File: src/rtl/core_pkg.sv
// Shared RV32I core definitions: opcode constants, decoded op classes and immediate formats.
package core_pkg;

   localparam int unsigned XLEN = 32;

   localparam logic [6:0] OPCODE_LUI      = 7'b0110111;
   localparam logic [6:0] OPCODE_AUIPC    = 7'b0010111;
   localparam logic [6:0] OPCODE_JAL      = 7'b1101111;
   localparam logic [6:0] OPCODE_JALR     = 7'b1100111;
   localparam logic [6:0] OPCODE_BRANCH   = 7'b1100011;
   localparam logic [6:0] OPCODE_LOAD     = 7'b0000011;
   localparam logic [6:0] OPCODE_STORE    = 7'b0100011;
   localparam logic [6:0] OPCODE_OP_IMM   = 7'b0010011;
   localparam logic [6:0] OPCODE_OP       = 7'b0110011;
   localparam logic [6:0] OPCODE_MISC_MEM = 7'b0001111;
   localparam logic [6:0] OPCODE_SYSTEM   = 7'b1110011;

   // OPC_NONE marks an empty or illegal slot so a cleared bundle reads as all zeros.
   typedef enum logic [3:0] {
      OPC_NONE     = 4'd0,
      OPC_LUI      = 4'd1,
      OPC_AUIPC    = 4'd2,
      OPC_JAL      = 4'd3,
      OPC_JALR     = 4'd4,
      OPC_BRANCH   = 4'd5,
      OPC_LOAD     = 4'd6,
      OPC_STORE    = 4'd7,
      OPC_OP_IMM   = 4'd8,
      OPC_OP       = 4'd9,
      OPC_MISC_MEM = 4'd10,
      OPC_SYSTEM   = 4'd11
   } opclass_e;

   typedef enum logic [2:0] {
      IMM_NONE = 3'd0,
      IMM_I    = 3'd1,
      IMM_S    = 3'd2,
      IMM_B    = 3'd3,
      IMM_U    = 3'd4,
      IMM_J    = 3'd5
   } imm_type_e;

endpackage

File: src/rtl/imm_gen.sv
// Combinational RV32I immediate extraction for the I/S/B/U/J formats; IMM_NONE yields zero.
module imm_gen
   import core_pkg::*;
(
   input  logic [XLEN-1:0] instr,
   input  imm_type_e       imm_type,
   output logic [XLEN-1:0] imm
);

   always_comb begin
      imm = '0;
      case (imm_type)
         IMM_I:   imm = {{20{instr[31]}}, instr[31:20]};
         IMM_S:   imm = {{20{instr[31]}}, instr[31:25], instr[11:7]};
         IMM_B:   imm = {{19{instr[31]}}, instr[31], instr[7], instr[30:25], instr[11:8], 1'b0};
         IMM_U:   imm = {instr[31:12], 12'b0};
         IMM_J:   imm = {{11{instr[31]}}, instr[31], instr[19:12], instr[20], instr[30:21], 1'b0};
         default: imm = '0;
      endcase
   end

endmodule

File: src/rtl/decode_stage.sv
// RV32I decode stage: valid/ready handshake, regfile address mux, operand capture, registered decode bundle.
// Optional write-through bypass for same-cycle regfile writes is enabled by defining DECODE_BYPASS_EN.
module decode_stage
   import core_pkg::*;
(
   input  logic            clk,
   input  logic            rst,
   input  logic            flush,
   input  logic            in_valid,
   output logic            in_ready,
   input  logic [XLEN-1:0] in_instr,
   input  logic [XLEN-1:0] in_pc,
   output logic [4:0]      r0addr,
   output logic [4:0]      r1addr,
   input  logic [XLEN-1:0] r0data,
   input  logic [XLEN-1:0] r1data,
   input  logic            wb_wren,
   input  logic [4:0]      wb_waddr,
   input  logic [XLEN-1:0] wb_wdata,
   output logic            out_valid,
   input  logic            out_ready,
   output logic [XLEN-1:0] out_pc,
   output logic [XLEN-1:0] out_rs1_val,
   output logic [XLEN-1:0] out_rs2_val,
   output logic [4:0]      out_rs1,
   output logic [4:0]      out_rs2,
   output logic [4:0]      out_rd,
   output logic [XLEN-1:0] out_imm,
   output opclass_e        out_opclass,
   output logic [2:0]      out_funct3,
   output logic            out_funct7b5,
   output logic            out_illegal
);

   logic            valid_q;
   logic [XLEN-1:0] instr_q;
   logic [XLEN-1:0] pc_q;
   logic            accept;
   logic [XLEN-1:0] rs1_raw;
   logic [XLEN-1:0] rs2_raw;
   opclass_e        opclass;
   imm_type_e       imm_type;
   logic            illegal;

   assign in_ready = !rst && !flush && (!valid_q || out_ready);
   assign accept   = in_valid && in_ready;

   always_ff @(posedge clk) begin
      if (rst) begin
         valid_q <= 1'b0;
         instr_q <= '0;
         pc_q    <= '0;
      end else if (flush) begin
         valid_q <= 1'b0;
      end else if (accept) begin
         valid_q <= 1'b1;
         instr_q <= in_instr;
         pc_q    <= in_pc;
      end else if (valid_q && out_ready) begin
         valid_q <= 1'b0;
      end
   end

   // Re-reading the held indices every non-accept cycle keeps a stalled bundle's operands current.
   always_comb begin
      r0addr = '0;
      r1addr = '0;
      if (rst) begin
         r0addr = '0;
         r1addr = '0;
      end else if (accept) begin
         r0addr = in_instr[19:15];
         r1addr = in_instr[24:20];
      end else begin
         r0addr = instr_q[19:15];
         r1addr = instr_q[24:20];
      end
   end

`ifdef DECODE_BYPASS_EN
   logic            hit0_q;
   logic            hit1_q;
   logic [XLEN-1:0] wdata0_q;
   logic [XLEN-1:0] wdata1_q;

   always_ff @(posedge clk) begin
      if (rst) begin
         hit0_q   <= 1'b0;
         hit1_q   <= 1'b0;
         wdata0_q <= '0;
         wdata1_q <= '0;
      end else begin
         hit0_q   <= wb_wren && (wb_waddr == r0addr) && (r0addr != '0);
         hit1_q   <= wb_wren && (wb_waddr == r1addr) && (r1addr != '0);
         wdata0_q <= wb_wdata;
         wdata1_q <= wb_wdata;
      end
   end

   assign rs1_raw = hit0_q ? wdata0_q : r0data;
   assign rs2_raw = hit1_q ? wdata1_q : r1data;
`else
   logic unused_wb;
   assign unused_wb = ^{wb_wren, wb_waddr, wb_wdata};
   assign rs1_raw   = r0data;
   assign rs2_raw   = r1data;
`endif

   always_comb begin
      opclass  = OPC_NONE;
      imm_type = IMM_NONE;
      illegal  = 1'b0;
      case (instr_q[6:0])
         OPCODE_LUI:      begin opclass = OPC_LUI;      imm_type = IMM_U; end
         OPCODE_AUIPC:    begin opclass = OPC_AUIPC;    imm_type = IMM_U; end
         OPCODE_JAL:      begin opclass = OPC_JAL;      imm_type = IMM_J; end
         OPCODE_JALR:     begin opclass = OPC_JALR;     imm_type = IMM_I; end
         OPCODE_BRANCH:   begin opclass = OPC_BRANCH;   imm_type = IMM_B; end
         OPCODE_LOAD:     begin opclass = OPC_LOAD;     imm_type = IMM_I; end
         OPCODE_STORE:    begin opclass = OPC_STORE;    imm_type = IMM_S; end
         OPCODE_OP_IMM:   begin opclass = OPC_OP_IMM;   imm_type = IMM_I; end
         OPCODE_OP:       begin opclass = OPC_OP;       imm_type = IMM_NONE; end
         OPCODE_MISC_MEM: begin opclass = OPC_MISC_MEM; imm_type = IMM_I; end
         OPCODE_SYSTEM:   begin opclass = OPC_SYSTEM;   imm_type = IMM_I; end
         default:         illegal = 1'b1;
      endcase
   end

   imm_gen u_imm_gen (
      .instr    (instr_q),
      .imm_type (imm_type),
      .imm      (out_imm)
   );

   assign out_valid    = valid_q;
   assign out_pc       = pc_q;
   assign out_rs1      = instr_q[19:15];
   assign out_rs2      = instr_q[24:20];
   assign out_rd       = instr_q[11:7];
   assign out_funct3   = instr_q[14:12];
   assign out_funct7b5 = instr_q[30];
   assign out_opclass  = opclass;
   // A cleared (all-zero) slot would otherwise decode as illegal.
   assign out_illegal  = valid_q && illegal;
   assign out_rs1_val  = (out_rs1 == '0) ? '0 : rs1_raw;
   assign out_rs2_val  = (out_rs2 == '0) ? '0 : rs2_raw;

endmodule

File: config.mk
export PLATFORM = sky130hd
export DESIGN_NAME = decode_stage
export DESIGN_NICKNAME = d
export VERILOG_FILES = /design/src/rtl/core_pkg.sv /design/src/rtl/imm_gen.sv /design/src/rtl/decode_stage.sv
export SDC_FILE = /design/constraint.sdc
export NUM_CORES = 1
export LEC_CHECK = 0
export CELL_PAD_IN_SITES_DETAIL_PLACEMENT = 1
export CELL_PAD_IN_SITES_GLOBAL_PLACEMENT = 1
export CORE_MARGIN = 2
export CORE_UTILIZATION = 19
export CTS_CLUSTER_SIZE = 28
export DETAILED_ROUTE_END_ITERATION = 6
export GPL_ROUTABILITY_DRIVEN = 0
export GPL_TIMING_DRIVEN = 1
export PLACE_DENSITY_LB_ADDON = 0.1
export SLEW_MARGIN = 30
export SYNTH_ARGS = -nofsm -noshare
export SYNTH_HDL_FRONTEND = slang
export SYNTH_HIERARCHICAL = 1
export SYNTH_SLANG_ARGS = --single-unit
File: constraint.sdc
create_clock -name clk -period 2.75 [get_ports clk]
set_input_delay 0.55 -clock clk [delete_from_list [all_inputs] [get_ports clk]]
set_output_delay 0.55 -clock clk [all_outputs]
set_load 0.005 [all_outputs]
After elaboration in Yosys (flattened, before gate mapping)
Cells that the tools add are included.

cells by class
  equality and inequality tests = 16
  mux-type cells = 12
  reductions and logical operators = 17
  bitwise operators = 1

operators by type and width
  operator                                                         count
  32-bit case mux with 5 select lines                              1
  32-bit 2-to-1 mux                                                2
  4-bit case mux with 11 select lines                              1
  7-bit == test, second input constant                             4
  7-bit by 6-bit == test with 1-bit output, second input constant  3
  5-bit 2-to-1 mux                                                 4
  3-bit case mux with 5 select lines                               1
  7-bit by 5-bit == test with 1-bit output, second input constant  2
  11-bit OR reduction                                              1
  5-bit zero test                                                  2
  7-bit by 2-bit == test with 1-bit output, second input constant  1
  7-bit by 4-bit == test with 1-bit output, second input constant  1
  3-bit by 2-bit == test with 1-bit output, second input constant  2
  3-bit == test, second input constant                             2
  1-bit logical AND                                                5
  5-bit OR reduction                                               1
  2-bit OR reduction                                               2
  3-bit by 1-bit == test with 1-bit output, second input constant  1
  1-bit zero test                                                  3
  1-bit 2-to-1 mux                                                 3
  2-bit AND reduction                                              1
  2-bit nonzero test                                               1
  1-bit logical OR                                                 1
  1-bit NOT                                                        1

word-level totals
  input bits = 171
  output and inout port bits = 164
  logic and storage cells = 49
  flip-flop bits (word level) = 65

Longest topological paths before layout
Gate-level depths: netlist (run 1).

  depth in word-level cells = 6
  gate-level depth with buffers = 10

Hierarchy
The synthesis (run 1) kept the hierarchy.

modules (own cells, without submodules)
  module        instances  area each (µm²)  cells each  seq. area each (µm²)
  decode_stage  1          3146.8           424         1301.2
  imm_gen       1          390.4            66          0.0

Worst setup path after synthesis (run 1)
Ideal clock, no wire load.

  path type = reg2out
  start point = register instr_q[6]
  end point = output out_imm[12]
  path slack = 0.266 ns
  stages on the path, launching flop included = 10
  data required time = 2.200 ns
  data arrival time = 1.934 ns
  cell sequence = dfxtp_1 -> clkbuf_1 -> or3b_2 -> a21oi_1 -> a22oi_1 -> nor2_1 -> buf_2 -> nor2_1 -> nor3b_2 -> a21o_1

between the ends
  cells in the longest elaborated chain, start to end = 5

RTL lines
  what                                                                RTL line             text
  start, declared                                                     decode_stage.sv:36   logic [XLEN-1:0] instr_q;
  start signal, assigned                                              decode_stage.sv:57   instr_q <= in_instr;
  7-bit == test (tied with other cells)                               decode_stage.sv:113  case (instr_q[6:0])
  5-bit OR reduction (no line) or 2-bit OR reduction (tied branches)  -
  3-bit case mux with 5 select lines *                                decode_stage.sv:113
  named net imm_type[0]                                               decode_stage.sv:42   imm_type_e imm_type;
  3-bit == test (tied with other cells)                               imm_gen.sv:12        case (imm_type)
  32-bit case mux with 5 select lines *                               imm_gen.sv:12
  end, declared                                                       decode_stage.sv:28   output logic [XLEN-1:0] out_imm,

The timed path passes the listed nets; every way through them passes the cells marked *.

Worst setup path after layout (run 1)
  start point = register instr_q[6]
  end point = output out_imm[13]

Same word-level chain as after synthesis.

==> metrics.csv, run 1 <==
stage,metric,value,unit
hold_path,Hold Startpoint,out_pc[27]$_SDFFE_PP0P_,
layout,Fill cells,2150,
critical_path,crit path capture type,primary output,
timing,f_max,0.337,GHz
critical_path,reg2reg end,instr_q[28]$_SDFFE_PP0P_,
clocking,CTS Hold Bufs,0,
synth,Syn Nets,661,
layout,Final nets,1005,
placement,number of cells after detailed placement,1011,
timing,Worst-Margin Slew,0.560,ns
detailed_routing,Routed WL,18400,µm
clocking,Root Driver,clkbuf_16,
detailed_routing,first-pass iteration count of the detailed router,4,
layout,"commonest non-fill, non-tap cell in the layout",clkdlybuf4s50_1,
clocking,"CTS clk-pin slew, worst paths",0.06,ns
synth,main flop type after synthesis,dfxtp_1,
timing,period utilisation layout,108,%
synth,Yosys Warn Count,6,
pwr,switching pwr,0.000730,W
layout,fin cells,1068,
floorplanning,Core ar.,18100,µm²
global_route,global-route wire length before repair,27200,µm
pwr,Peak VDD IR,0.000209,V
floorplanning,Site Rows,49,
hold_path,min-delay worst type,flip-flop to flip-flop,
pwr,sequential power share,33.7,%
critical_path,R2R Setup Slk,0.75,ns
critical_path,Critical R2R Launch,out_valid$_SDFFE_PP0P_,
synth,sequential area share after synthesis,36.8,%
timing,unrepaired setup endpoints after global routing,true,
clocking,clk sink count,65,
layout,design area,7700,µm²
floorplanning,Total Die Area,19700,µm²
layout,utilization after layout,42.6,%
pwr,P per Cell Area,387,nW/µm²
placement,placed cell areas,6870,µm²
clocking,TritonCTS Buffers,9,
hold_path,Worst Hold End,out_pc[27]$_SDFFE_PP0P_,
pwr,Sw Share,24.5,%
synth,Gate Count Post-Synth,490,
clocking,CTS tree,done,
layout,layout cells sized above 1,24.0,%
layout,most frequent cells in the layout,"clkdlybuf4s50_1 (229), nand2_1 (135), a21oi_1 (77)",
synth,Avg Inst Size Synth,7.22,µm²
global_route,initial antenna violation count,0,
synth,"EDFF count, synth",0,
detailed_routing,DRC,0,
pwr,Cell Int Power,0.00224,W
timing,worst setup margin,-0.221,ns
placement,hpwl dp,14000,µm
timing,final setup fails,30,
timing,fin crit period,2.97,ns
timing,final hold violation count,0,
synth,Mapped Area,3540,µm²
pwr,Combinational Power Share,24.5,%
status,failing checks,negative setup slack,
placement,IO buf count,296,
critical_path,CP arrival,2.42,ns
global_route,total track usage,17.7,%
detailed_routing,Detailed Route Iter0 Violations,91,
clocking,clock buffer depth,2,
global_route,pin count of the biggest net entering global routing,53,
global_route,vias in the first global route,4839,
job,max-cap violation count,0,
synth,library cells used by synthesis,40,
floorplanning,die span in y,140,µm
timing,Final Skew,0.00400,ns
synth,Yosys reg bits,65,
pwr,clock group share of total power,41.8,%
floorplanning,die width,140,µm
clocking,H-tree depth,3,
critical_path,CP startpoint kind,flip-flop,
critical_path,crit path kind,flip-flop to primary output,
floorplanning,Starting Density,19.6,%
synth,ys async rst share,0,%
hold_path,Hold Crit Depth,2,
timing,setup TNS,-2.91,ns
timing,Worst slew margin,62.7,%
detailed_routing,vias per std cell,4.35,
pwr,total power,0.00297,W
clocking,clock latency on the worst-skew pair,0.34,ns
floorplanning,I/O Pins,335,
detailed_routing,Routed wire per std cell,17.3,µm
layout,ant diodes,0,
layout,Area Growth Syn to Fin,118,%
timing,final slew viol count,0,
status,status,finished with violations,
detailed_routing,Vias,4642,
global_route,Overflow after GRT,0,
pwr,Leak Pwr,3.37,nW
detailed_routing,DRT antenna net count,0,
critical_path,crit-path max FO,4,
critical_path,r2r worst-path depth,9,
critical_path,WP data required,2.20,ns
-- through the flow --
stage	hold WS (ns)	worst slack, ns
floorplan	0.445	0.266
global placement	0.443	-0.371
detailed placement	0.450	-0.393
CTS	0.459	-0.283
global route	0.475	-0.388
finish	0.455	-0.221
-- state kept, by name (all words and copies together) (netlist names) --
| register | count |
|---|---|
| instr_q | 32 |
| out_pc | 32 |
| out_valid | 1 |
-- critical path: stages, from the launching register on --
cell and delay (ns):
dfxtp_2 0.33, or3b_4 0.41, a21oi_4 0.15, a22oi_2 0.09, nor2_1 0.11, buf_4 0.13, buf_6 0.10, nor2_4 0.04
nor3b_2 0.19, buf_4 0.15, buf_6 0.10, buf_6 0.08, a21o_1 0.08, buf_2 0.11
-- timing repair --
| item | 4_1_cts | 5_1_grt |
|---|---|---|
| gates cloned | 2 | 4 |
| gates resized for setup | 231 | 44 |
| pin swaps | 20 | 14 |
| endpoints found under the setup margin | 48 | 74 |
| setup buffers | 25 | 11 |
-- Yosys cell counts, types with 2 or more instances --
cell type    n  area, µm²
a22o_1       3       26.3
buf_2       18       90.1
or4_1        2       15.0
nand2_2      6       37.5
buf_6        7       78.8
and2_1       6       37.5
nor2b_1     66        413
nand2_1    141        529
a21o_1       8       60.1
clkbuf_1    13       48.8
nand3_1      2       10.0
o21ai_1      3       15.0
nor4b_1      3       26.3
buf_4       20        150
nand2b_1     4       25.0
nor3_1       2       10.0
dfxtp_1     65       1300
o21ai_0     12       60.1
nor2_1      11       41.3
a21oi_1     78        390
-- worst max path at each step --
stage	start	depth (start not counted)	endpoint	slack (ns)
after floorplan	instr_q[6]$_SDFFE_PP0P_	9	out_imm[12]	0.27
after global placement	instr_q[5]$_SDFFE_PP0P_	11	out_imm[12]	-0.37
after detailed placement	instr_q[5]$_SDFFE_PP0P_	11	out_imm[12]	-0.39
after CTS	instr_q[6]$_SDFFE_PP0P_	13	out_imm[13]	-0.28
after global routing	instr_q[6]$_SDFFE_PP0P_	13	out_imm[13]	-0.39
final	instr_q[6]$_SDFFE_PP0P_	13	out_imm[13]	-0.22
-- final cells by class --
type	instances	area, µm²	area share, %
Multi-Input combinational cell	369	2080	27.1
Tap cell	229	287	3.72
Sequential cell	65	1310	17.0
Clock inverter	7	95.1	1.24
Clock buffer	9	225	2.93
Timing Repair Buffer	389	3700	48.1
-- power by group through the flow --
stage / combinational, W / clock [W] / sequential [W]
after floorplan: 0.000205 / 0 / 0.00101
after global placement: 0.000646 / 0 / 0.00102
after detailed placement: 0.000661 / 0 / 0.00102
after CTS: 0.000696 / 0.00128 / 0.00100
after global routing: 0.000786 / 0.00132 / 0.00101
final: 0.000729 / 0.00124 / 0.00100
-- cells by family (layout without fill, tap and decap cells) --
group           count (synthesis)  after routing  share of synthesized area (%)
compound gates                112            113                           17.4
buf+inv                        58            405                           10.4
flops                          65             65                           36.8
simple gates                  254            255                           35.2
xor+xnor                        1              1                          0.248
-- per-layer routing --
layer,GRT usage [%],vias to the layer above,routed length [µm]
met5,0,-,0
li1,-,2272,-
met1,18.3,2191,7040
met3,6.39,12,1430
met2,34.2,167,9800
met4,3.72,0,178
Power figures use the tool's default switching activity.
==> inputs of run 2 (changes only) <==
- RECOVER_POWER: default -> 25
==> run 2 against run 1 <==
The run still ends with negative setup slack left. Global-route usage stayed put. Total power is 0.38% lower. Wire length hardly changed. Critical path type unchanged. Via count hardly changed. Die area stayed put. Hold slack worse by 0.0029 ns. First-iteration DRC count is 1.1% lower. Clock-buffer cell count stayed put. Combinational power is 2% lower. Final area is 0.68% lower.
==> metrics.csv, run 2 (synthesized netlist as in run 1, its figures left out) <==
stage,metric,value,unit,change
critical_path,max incr delay on CP,0.41,ns,about the same
pwr,P per Cell Area,388,nW/µm²,+0.31%
detailed_routing,Routed WL,18500,µm,about the same
detailed_routing,vias per std cell,4.35,,about the same
global_route,initial antenna violation count,0,,unchanged
timing,final setup fails,37,,+23%
layout,ant diodes,0,,unchanged
detailed_routing,first-pass iteration count of the detailed router,4,,unchanged
global_route,Overflow after GRT,0,,unchanged
global_route,total track usage,17.7,%,unchanged
clocking,H-tree depth,3,,unchanged
global_route,pin count of the biggest net entering global routing,53,,unchanged
clocking,CTS tree,done,,
layout,Fill cells,2153,,+0.14%
critical_path,Critical Path Most Common Cell,buf_6,,
pwr,Combinational Power Share,24.1,%,-0.4 points
status,failing checks,negative setup slack,,
pwr,switching pwr,0.000731,W,+0.15%
floorplanning,Core ar.,18100,µm²,unchanged
critical_path,Crit path depth,13,,unchanged
floorplanning,die span in y,140,µm,unchanged
critical_path,crit path capture type,primary output,,
hold_path,Hold Crit Depth,2,,unchanged
floorplanning,die width,140,µm,unchanged
clocking,clock buffer depth,2,,unchanged
critical_path,slowest CP cell,or3b_4,,
critical_path,reg2reg end,instr_q[28]$_SDFFE_PP0P_,,
floorplanning,Site Rows,49,,unchanged
pwr,clock group share of total power,42.1,%,+0.3 points
timing,fin crit period,2.97,ns,+0.000805 ns
floorplanning,Starting Density,19.6,%,unchanged
global_route,vias in the first global route,4839,,unchanged
global_route,global-route wire length before repair,27200,µm,unchanged
critical_path,ordered cell list for the critical path,or3b_4 -> a21oi_4 -> a22oi_2 -> nor2_1 -> buf_4 -> buf_6 -> nor2_4 -> nor3b_2 -> buf_4 -> buf_6 -> buf_6 -> a21o_1 -> buf_2,,
critical_path,Critical R2R Launch,out_valid$_SDFFE_PP0P_,,
clocking,CTS Hold Bufs,0,,unchanged
timing,Hold Slack,0.452,ns,-0.00292 ns
clocking,"CTS clk-pin slew, worst paths",0.06,ns,about the same
placement,IO buf count,296,,unchanged
hold_path,min-delay worst type,flip-flop to flip-flop,,
timing,f_max,0.337,GHz,about the same
placement,dpl ws,-0.393,ns,unchanged
critical_path,CP startpoint kind,flip-flop,,
hold_path,Worst Hold End,out_pc[27]$_SDFFE_PP0P_,,
critical_path,R2R Setup Slk,0.63,ns,-0.12 ns
detailed_routing,DRC,0,,unchanged
critical_path,CP Buf/Inv Count,6,,unchanged
layout,most frequent cells in the layout,"clkdlybuf4s50_1 (195), nand2_1 (135), a21oi_1 (77)",,
critical_path,crit path kind,flip-flop to primary output,,
job,max-cap violation count,0,,unchanged
floorplanning,I/O Pins,335,,unchanged
layout,Area Growth Syn to Fin,116,%,
critical_path,Top delay family on crit path,simple AND/OR/NAND/NOR gates,,
layout,"commonest non-fill, non-tap cell in the layout",clkdlybuf4s50_1,,
timing,period utilisation layout,108,%,about the same
floorplanning,Total Die Area,19700,µm²,unchanged
critical_path,r2r worst-path depth,9,,unchanged
placement,hpwl dp,14000,µm,unchanged
timing,Worst-Margin Slew,0.612,ns,+0.0522 ns
clocking,clock latency on the worst-skew pair,0.34,ns,about the same
pwr,sequential power share,33.8,%,about the same
pwr,Peak VDD IR,0.000208,V,-0.37%
timing,final slew viol count,0,,unchanged
timing,final hold violation count,0,,unchanged
pwr,Sw Share,24.7,%,+0.13 points
timing,Worst slew margin,59.2,%,-3.5 points
detailed_routing,Routed wire per std cell,17.3,µm,about the same
critical_path,WP data required,2.20,ns,about the same
clocking,TritonCTS Buffers,9,,unchanged
critical_path,CP arrival,2.42,ns,about the same
timing,worst setup margin,-0.221,ns,-0.000805 ns
timing,unrepaired setup endpoints after global routing,true,,
layout,layout cells sized above 1,23.0,%,-0.95 points
clocking,Root Driver,clkbuf_16,,
layout,FF/Latch Area,1310,µm²,unchanged
detailed_routing,DRT antenna net count,0,,unchanged
pwr,Cell Int Power,0.00223,W,-0.55%
layout,Final nets,1005,,unchanged
hold_path,Hold Startpoint,out_pc[27]$_SDFFE_PP0P_,,
pwr,Leak Pwr,3.45,nW,+2.3%
layout,area of the multi-input gates,2080,µm²,-0.30%
detailed_routing,Vias,4644,,+0.043%
status,status,finished with violations,,
detailed_routing,Detailed Route Iter0 Violations,90,,-1.1%
clocking,clk sink count,65,,unchanged
critical_path,crit-path max FO,4,,unchanged
timing,Final Skew,0.00530,ns,+0.00130 ns
==> run 2: cell types whose count changed in the layout (fill, tap and decap cells not counted), sizes merged <==
cell / before / now
buf: 132 / 125
clkbuf: 12 / 19
clkdlybuf4s50: 229 / 195
dlygate4sd3: 0 / 34
==> run 2: worst min-delay path: cells and delay by family (launching register included) <==
kind / cells / cell delay (ns)
AOI/OAI and AO/OA: 1 / 0.05
DFF: 1 / 0.30
and+or+nand+nor: 1 / 0.05
==> run 2: worst max path at each step <==
stage / to / startpoint / slack (ns)
after global placement: out_imm[12] / instr_q[5]$_SDFFE_PP0P_ / -0.37
final: out_imm[13] / instr_q[6]$_SDFFE_PP0P_ / -0.22
after CTS: out_imm[13] / instr_q[6]$_SDFFE_PP0P_ / -0.28
after global routing: out_imm[13] / instr_q[6]$_SDFFE_PP0P_ / -0.39
after detailed placement: out_imm[12] / instr_q[5]$_SDFFE_PP0P_ / -0.39
after floorplan: out_imm[12] / instr_q[6]$_SDFFE_PP0P_ / 0.27
==> run 2: cell type report <==
type,instances,share of cell area (%)
clock buffers,9,2.95
flip-flops and latches,65,17.1
clock inverters,7,1.24
repair buffers,389,47.8
multi-input cells,369,27.2
well taps,229,3.75
==> run 2: what timing repair did <==
item / CTS / global route
gates cloned: 2 / 4
resized for setup: 231 / 44
pin swaps: 20 / 14
endpoints found under the setup margin: 48 / 74
buffers inserted: 25 / 11
==> run 2: layer usage <==
metal / GRT usage (%) / vias up / routed length (µm) / share of wire (%)
met3: 6.39 / 12 / 1420 / 7.7
met4: 3.72 / 0 / 178 / 0.96
met1: 18.3 / 2197 / 7050 / 38
met5: 0 / - / 0 / 0
met2: 34.2 / 161 / 9810 / 53
li1: - / 2274 / - / -
==> run 2: power groups by stage <==
| stage | Combinational, W | Sequential, W | Clock, W |
|---|---|---|---|
| 2_1_floorplan | 0.000205 | 0.00101 | 0 |
| 3_3_place_gp | 0.000646 | 0.00102 | 0 |
| 3_5_place_dp | 0.000661 | 0.00102 | 0 |
| 4_1_cts | 0.000696 | 0.00100 | 0.00128 |
| 5_1_grt | 0.000772 | 0.00101 | 0.00132 |
| 6_report | 0.000715 | 0.00100 | 0.00125 |
==> run 2: per-stage QoR <==
| stage | instance area (µm²) | std cells | TNS [ns] | total power [W] | util (%) |
|---|---|---|---|---|---|
| after floorplan | 3540 | 490 | 0 | 0.00122 | - |
| after global placement | 6870 | 1011 | -9.89 | 0.00166 | 38.0 |
| after detailed placement | 6870 | 1011 | -11.43 | 0.00168 | 38.0 |
| after CTS | 7420 | 1054 | -2.83 | 0.00297 | 41.0 |
| after global routing | 7640 | 1068 | -10.06 | 0.00310 | 42.3 |
| final | 7640 | 1068 | -4.16 | 0.00296 | 42.3 |
